$ cat src/rtl/fp_mul_result_queue.sv
`default_nettype none
// +-----------------------------------------------------------------------------+
// | Module      : fp_mul_result_queue                                           |
// | Description : Classifying FIFO for single-precision multiplier products,    |
// |               with sticky exception flags and a saturating NaN counter.     |
// |               Optional same-cycle bypass when empty: define FPQ_BYPASS_EN.  |
// | Revision    : 1.0                                                           |
// +-----------------------------------------------------------------------------+
module fp_mul_result_queue #(
  parameter int DEPTH = 4,
  parameter int CNT_W = 16
) (
  input  logic                       clk,
  input  logic                       rst_n,
  input  logic                       in_valid,
  output logic                       in_ready,
  input  logic [31:0]                in_result,
  output logic                       out_valid,
  input  logic                       out_ready,
  output logic [31:0]                out_result,
  output logic [2:0]                 out_class,
  input  logic                       clr_sticky,
  output logic                       sticky_nan,
  output logic                       sticky_inf,
  output logic                       sticky_zero,
  output logic [CNT_W-1:0]           nan_count,
  output logic [$clog2(DEPTH):0]     level
);

  localparam int PTR_W = $clog2(DEPTH);
  localparam int LVL_W = PTR_W + 1;

  localparam logic [2:0] CLS_NORMAL = 3'd0;
  localparam logic [2:0] CLS_ZERO   = 3'd1;
  localparam logic [2:0] CLS_SUB    = 3'd2;
  localparam logic [2:0] CLS_INF    = 3'd3;
  localparam logic [2:0] CLS_NAN    = 3'd4;

  logic [31:0]      res_mem_q [DEPTH];
  logic [2:0]       cls_mem_q [DEPTH];
  logic [PTR_W-1:0] wr_ptr_q, rd_ptr_q;
  logic [LVL_W-1:0] level_q;
  logic             sticky_nan_q, sticky_inf_q, sticky_zero_q;
  logic             sticky_nan_d, sticky_inf_d, sticky_zero_d;
  logic [CNT_W-1:0] nan_count_q, nan_count_d;

  logic [2:0]       in_class;
  logic             fifo_valid, bypass, push, fifo_push, pop;

  always_comb begin
    in_class = CLS_NORMAL;
    if (in_result[30:23] == 8'hFF) begin
      in_class = (in_result[22:0] != 23'd0) ? CLS_NAN : CLS_INF;
    end else if (in_result[30:23] == 8'h00) begin
      in_class = (in_result[22:0] != 23'd0) ? CLS_SUB : CLS_ZERO;
    end
  end

  assign in_ready   = (level_q != LVL_W'(DEPTH));
  assign fifo_valid = (level_q != '0);

`ifdef FPQ_BYPASS_EN
  assign bypass = !fifo_valid && in_valid && out_ready;
`else
  assign bypass = 1'b0;
`endif

  assign out_valid = fifo_valid || bypass;
  assign push      = in_valid && in_ready;
  // A bypassed word is consumed directly and never occupies a slot.
  assign fifo_push = push && !bypass;
  assign pop       = fifo_valid && out_ready;

  always_comb begin
    out_result = '0;
    out_class  = '0;
    if (fifo_valid) begin
      out_result = res_mem_q[rd_ptr_q];
      out_class  = cls_mem_q[rd_ptr_q];
    end else if (bypass) begin
      out_result = in_result;
      out_class  = in_class;
    end
  end

  always_ff @(posedge clk) begin
    if (fifo_push) begin
      res_mem_q[wr_ptr_q] <= in_result;
      cls_mem_q[wr_ptr_q] <= in_class;
    end
  end

  always_ff @(posedge clk or negedge rst_n) begin
    if (!rst_n) begin
      wr_ptr_q <= '0;
      rd_ptr_q <= '0;
      level_q  <= '0;
    end else begin
      if (fifo_push) wr_ptr_q <= wr_ptr_q + PTR_W'(1);
      if (pop)       rd_ptr_q <= rd_ptr_q + PTR_W'(1);
      case ({fifo_push, pop})
        2'b10:   level_q <= level_q + LVL_W'(1);
        2'b01:   level_q <= level_q - LVL_W'(1);
        default: level_q <= level_q;
      endcase
    end
  end

  // Clear first, then let an accepted word re-raise its flag so the push wins.
  always_comb begin
    sticky_nan_d  = clr_sticky ? 1'b0 : sticky_nan_q;
    sticky_inf_d  = clr_sticky ? 1'b0 : sticky_inf_q;
    sticky_zero_d = clr_sticky ? 1'b0 : sticky_zero_q;
    nan_count_d   = clr_sticky ? '0   : nan_count_q;
    if (push) begin
      case (in_class)
        CLS_NAN: begin
          sticky_nan_d = 1'b1;
          if (nan_count_d != {CNT_W{1'b1}}) nan_count_d = nan_count_d + CNT_W'(1);
        end
        CLS_INF:  sticky_inf_d  = 1'b1;
        CLS_ZERO: sticky_zero_d = 1'b1;
        default:  ;
      endcase
    end
  end

  always_ff @(posedge clk or negedge rst_n) begin
    if (!rst_n) begin
      sticky_nan_q  <= 1'b0;
      sticky_inf_q  <= 1'b0;
      sticky_zero_q <= 1'b0;
      nan_count_q   <= '0;
    end else begin
      sticky_nan_q  <= sticky_nan_d;
      sticky_inf_q  <= sticky_inf_d;
      sticky_zero_q <= sticky_zero_d;
      nan_count_q   <= nan_count_d;
    end
  end

  assign sticky_nan  = sticky_nan_q;
  assign sticky_inf  = sticky_inf_q;
  assign sticky_zero = sticky_zero_q;
  assign nan_count   = nan_count_q;
  assign level       = level_q;

endmodule
`default_nettype wire

$ cat config.mk
export PLATFORM = sky130hd
export DESIGN_NAME = fp_mul_result_queue
export DESIGN_NICKNAME = d
export VERILOG_FILES = /design/src/rtl/fp_mul_result_queue.sv
export SDC_FILE = /design/constraint.sdc
export NUM_CORES = 1
export LEC_CHECK = 0
export CAP_MARGIN = 5
export CORE_MARGIN = 2
export CORE_UTILIZATION = 54
export CTS_CLUSTER_SIZE = 28
export DETAILED_ROUTE_END_ITERATION = 12
export PLACE_DENSITY = 0.84
export SYNTH_ARGS = -nofsm -noshare
export SYNTH_HDL_FRONTEND = slang
export SYNTH_SLANG_ARGS = --single-unit
$ cat constraint.sdc
create_clock -name clk -period 3.4 [get_ports clk]
set_clock_uncertainty 0.2 [all_clocks]
set_input_delay 0.34 -clock clk [delete_from_list [all_inputs] [get_ports clk]]
set_output_delay 0.34 -clock clk [all_outputs]
set_load 0.005 [all_outputs]
==> impl_metrics.ini <==
[synthesis]
syn-num-nets = 426
ys_seq_area_share_pct = 70.82
ys.flop_type = edfxtp_1
ys_types = 47
avgSynthCellArea_um2 = 17.95
async_flop_share_pct = 15.66
yosys_warnings = 0
syn_inst = 382
syn_area_um2 = 6855
synth-seq-cells = 166
synth_edf_count = 140

[cts]
insertion_delay_ns = 0.42
post_cts_resized = 0
numCtsBuffers = 17
htree_levels = 4
cts_root_buffer = clkbuf_16
cts_tree = built
ctsHoldBuffers = 0
post-cts-setup-buffers = 0
clk_pin_slew_ns = 0.06
clk_path_buf_depth = 2
numClockSinks = 166

[sta]
slew_violations = 0
timing.hold.ws_ns = 0.09112
rsz0062_at_grt = false
setup_viol = 0
finalHoldViolCount = 0
setup_slack_ns = 0.3666
fin_setup_tns_ns = 0
period_needed_ns = 3.033
slew_headroom_pct = 67.62
max_clock_freq_ghz = 0.3297
post-route-period-util_pct = 89.22
tightestPinTransition_ns = 0.4857

[final_layout]
fill_cells = 851
insertedDiodeCount = 0
layout.nets = 536
layout.cells.most_common = edfxtp_1
area_delta_synth_final_pct = 26.17
final_cell_mix = edfxtp_1 (140), clkdlybuf4s50_1 (95), and2_1 (40)
stdcell_count = 677
regArea_um2 = 4856
multi_input_area_um2 = 1884
drive_above_1_share_pct = 18.22

[setup_path]
critPathCapture = out_result[0]
critPathRequiredTime_ns = 2.86
startpoint = rd_ptr_q[0]$_DFFE_PN0P_
crit_path_max_fanout = 13
setup.worst_path.start_class = flop
critical_path_class = reg -> out
reg2regPathDepth = 9
r2r_end = level[2]$_DFFE_PN0P_
crit_path_end_kind = primary output
timing.rr.start = level[0]$_DFFE_PN0P_
reg2reg_slack_ns = 0.78
worstPathArrival_ns = 2.49

[route]
vias = 3746
avgViaCountPerCell = 5.533
drc_errors = 0
wl_per_cell_um = 19.87
ant_nets = 0
drt_iter0_drc = 326
wl_um = 13450
first_pass_iters = 4

[global_routing]
grt_pass1_vias = 3929
globalRouteOverflowTotal = 0
track_usage_pct = 21.46
grt_pass1_wl_um = 21180
antenna_found_initial = 0
grt_max_degree = 27

[die]
initial_core_util_pct = 54.77
die_w_um = 116.7
num_rows = 41
core_area_um2 = 12520
die_area_um2 = 13610
io_pins = 96
die_h_um = 116.7

[power_and_ir_drop]
p_leak_nw = 2.979
ir_drop_v = 0.0003430
power_density_nw_per_um2 = 801.2

[placed_design]
place_inst = 645
io_buffer_count = 95
dp_worst_setup_slack_ns = 0.3255
gp_congestion = 0.8238
dpl.hpwl_um = 8693

[flow_run]
cap_violations = 0

[outcome]
status = complete, no violations

[hold_path]
hold_path_class = in -> async
-- Yosys cell counts, types with 2 or more instances --
master	count	share of area, %
edfxtp_1	140	61
and2_1	40	3.7
mux4_2	35	11
dfrtp_1	26	9.5
nand2_1	16	0.88
xnor2_1	12	1.5
clkbuf_1	9	0.49
inv_1	9	0.49
nor2_1	9	0.49
nor4_1	9	0.82
ha_1	6	1.1
nand3_1	5	0.36
and3_1	4	0.36
buf_2	4	0.29
nor3_1	4	0.29
o21ai_0	4	0.29
xor2_1	4	0.51
a21oi_1	3	0.22
buf_4	3	0.33
nand4_1	3	0.27
nor2b_1	3	0.27
or3_1	3	0.27
and4b_1	2	0.29
mux2_1	2	0.33
nor3b_1	2	0.22
nor4_2	2	0.36
o31ai_1	2	0.22
or4_1	2	0.22
-- metal layers --
layer,GRT usage [%],share of wire [%],vias up
met5,0,0,-
li1,-,-,1720
met4,8.078,2.0,0
met2,36.32,51,116
met3,5.241,5.9,24
met1,27.19,41,1886
-- cell type report --
| type | count | area share (%) |
|---|---|---|
| Clock buffer | 17 | 4.918 |
| Tap cell | 172 | 2.488 |
| Inverter | 9 | 0.3906 |
| Sequential cell | 166 | 56.14 |
| Clock inverter | 15 | 1.866 |
| Multi-Input combinational cell | 190 | 21.79 |
| Timing Repair Buffer | 108 | 12.41 |
-- sequential cells by signal, indices dropped and copies added, names as in the netlist --
name / cells
sticky_zero: 1
nan_count: 16
level: 3
sticky_nan: 1
cls_mem_q: 12
wr_ptr_q: 2
res_mem_q: 128
rd_ptr_q: 2
sticky_inf: 1
-- critical path: stages, from the launching register on --
cell and delay (ns):
dfrtp_2 0.67, buf_12 0.23, mux4_2 0.51, and2_1 0.19
clkdlybuf4s50_1 0.47
-- worst min-delay path by stage --
stage	endpoint	slack (ns)
floorplan	level[0]$_DFFE_PN0P_	-0.16
global placement	sticky_zero$_DFF_PN0_	0.29
detailed placement	sticky_zero$_DFF_PN0_	0.30
CTS	nan_count[4]$_DFF_PN0_	0.09
global route	nan_count[15]$_DFF_PN0_	0.11
finish	nan_count[15]$_DFF_PN0_	0.09
-- stage by stage --
stage	utilization [%]	power, mW	instance area, um2
finish	69.10	6.930	8650
detailed placement	64.41	5.103	8063
global placement	64.41	5.037	8063
CTS	69.10	7.011	8650
global route	69.10	7.266	8650
floorplan	-	3.963	6855
-- logic make-up (layout without fill, tap and decap cells) --
| kind of cell | count (synthesis) | in the layout | synth area share, % |
|---|---|---|---|
| AND/OR/NAND/NOR | 112 | 112 | 10.00 |
| AO/OA/AOI/OAI | 17 | 17 | 2.008 |
| buffers and inverters | 26 | 149 | 1.770 |
| multiplexers | 38 | 38 | 11.97 |
| flip-flops | 166 | 166 | 70.82 |
| XOR/XNOR | 16 | 16 | 2.044 |
| adder cells (fa/ha/maj) | 7 | 7 | 1.387 |
-- power by group --
| part | internal [mW] | switching [mW] |
|---|---|---|
| clock | 1.14 | 0.751 |
| combinational | 1.36 | 0.911 |
| sequential | 2.61 | 0.148 |
Note: power is estimated with default switching activity, not from simulation.
==> patch: new RTL, same flow settings <==
Build with the macro `FPQ_BYPASS_EN` defined.
--- a/src/rtl/fp_mul_result_queue.sv
+++ b/src/rtl/fp_mul_result_queue.sv
@@ -8,2 +8,4 @@
 // +-----------------------------------------------------------------------------+
+`define FPQ_BYPASS_EN
+
 module fp_mul_result_queue #(
Function: changed (a bounded check fails within 4 cycles, from zero or initial values and one cycle with rst_n low).
==> patch against the unedited design <==
  * Sequential cell count is the same
  * Setup slack got worse by 210 ps
  * Total power fell by 0.41%
  * Critical path depth rose by 3
  * Cell count up 1.9%
  * Global-route usage up 0.79 points
  * Area after synthesis increased by 2.2%
  * Synthesized cell count increased by 3.1%
  * Non-clock buffer count increased by 5
  * Wire length rose by 8.7%
  * Die area rose by 2.2%
  * Sequential share of layout area down 0.70 points
  * Final area is 1.3% higher
  * Critical endpoint is now out_class[1]
  * Largest power group unchanged
==> patch: results <==
routing:
  vias_per_cell: 6.04
  drtIter0Drc: 398
  detail_route.wl_per_cell_um: 21.2
place:
  dp_cells: 658
  post-dp-hpwl_mm: 8.89
  place_congestion: 0.869
  place_ws_ps: 125
  place_area_mm2: 0.00822
timing:
  worst_pin_slew_ps: 998
worst_setup_path:
  critical_path.max_stage_delay_ps: 520
  worstPathMaxFanout: 6
  cp-startpoint: "in_result[0]"
  crit_slowest_cell: "clkdlybuf4s50_1"
  crit_arrival_ps: 2710
  setup.worst_path.end: "out_class[1]"
  ff2ff_path_depth: 5
finish:
  n_clock_buffer: 19
  nNetsFinal: 549
  final_util: 0.691
  layout-drive-gt1-share: 0.191
  multiInputGateArea_mm2: 0.00202
  final-clk-cell-share: 0.0597
  final_cells: 690
  bufAreaShareNonClock: 0.125
  num-fill-cells: 843
  final_cell_area_mm2: 0.00876
  seq_share: 0.554
  non_clock_buffer_count: 113
global_routing:
  grt_usage: 0.222
  grt_start_max_net_pins: 38
  grt_use_met2: 0.347
  grt_pass1_vias: 4358
synthesis:
  synthMuxAreaShare: 0.125
  synth_top_area_share: 0.600
  syn_inst: 394
  yosys.area_share.xor_xnor: 0.0125
  synth_adder_area_share: 0.0136
  yosys-top-cells-count: "140 x edfxtp_1, 35 x mux4_2, 34 x a22o_1"
power_and_ir_drop:
  ir_worst_vdd_mv: 0.431
outcome:
  status: "complete, no violations"
==> patch: cell types whose count changed in the layout (fill, tap and decap cells not counted), moves of 6 or more <==
cell	delta
a22o_1	+34
and2_1	-39
buf_4	+6
xnor2_1	-6
==> patch: power by group <==
part           total (mW)  switching (mW)  internal, mW  leakage [nW]
Sequential           2.78           0.151          2.63          1.64
Combinational        2.40            1.01          1.39          1.20
Clock                1.72           0.732         0.986         0.256
==> patch: how the worst min path moves through the flow <==
stage / endpoint / slack, ps
floorplan: level[0] / -160
global placement: sticky_nan / 270
detailed placement: sticky_nan / 270
CTS: nan_count[14] / 230
global route: nan_count[6] / 290
finish: nan_count[6] / 220
==> patch: worst register-to-register path, delay by kind of cell (launching register included) <==
kind	cells	cell delay (ps)
buffers and inverters	1	90
DFF	1	400
and+or+nand+nor	4	1520
==> patch: layer usage <==
layer  part of all wire  wire length (µm)
met5                  0                 0
met4              0.016               240
met3              0.060               879
met2               0.49              7150
met1               0.43              6350
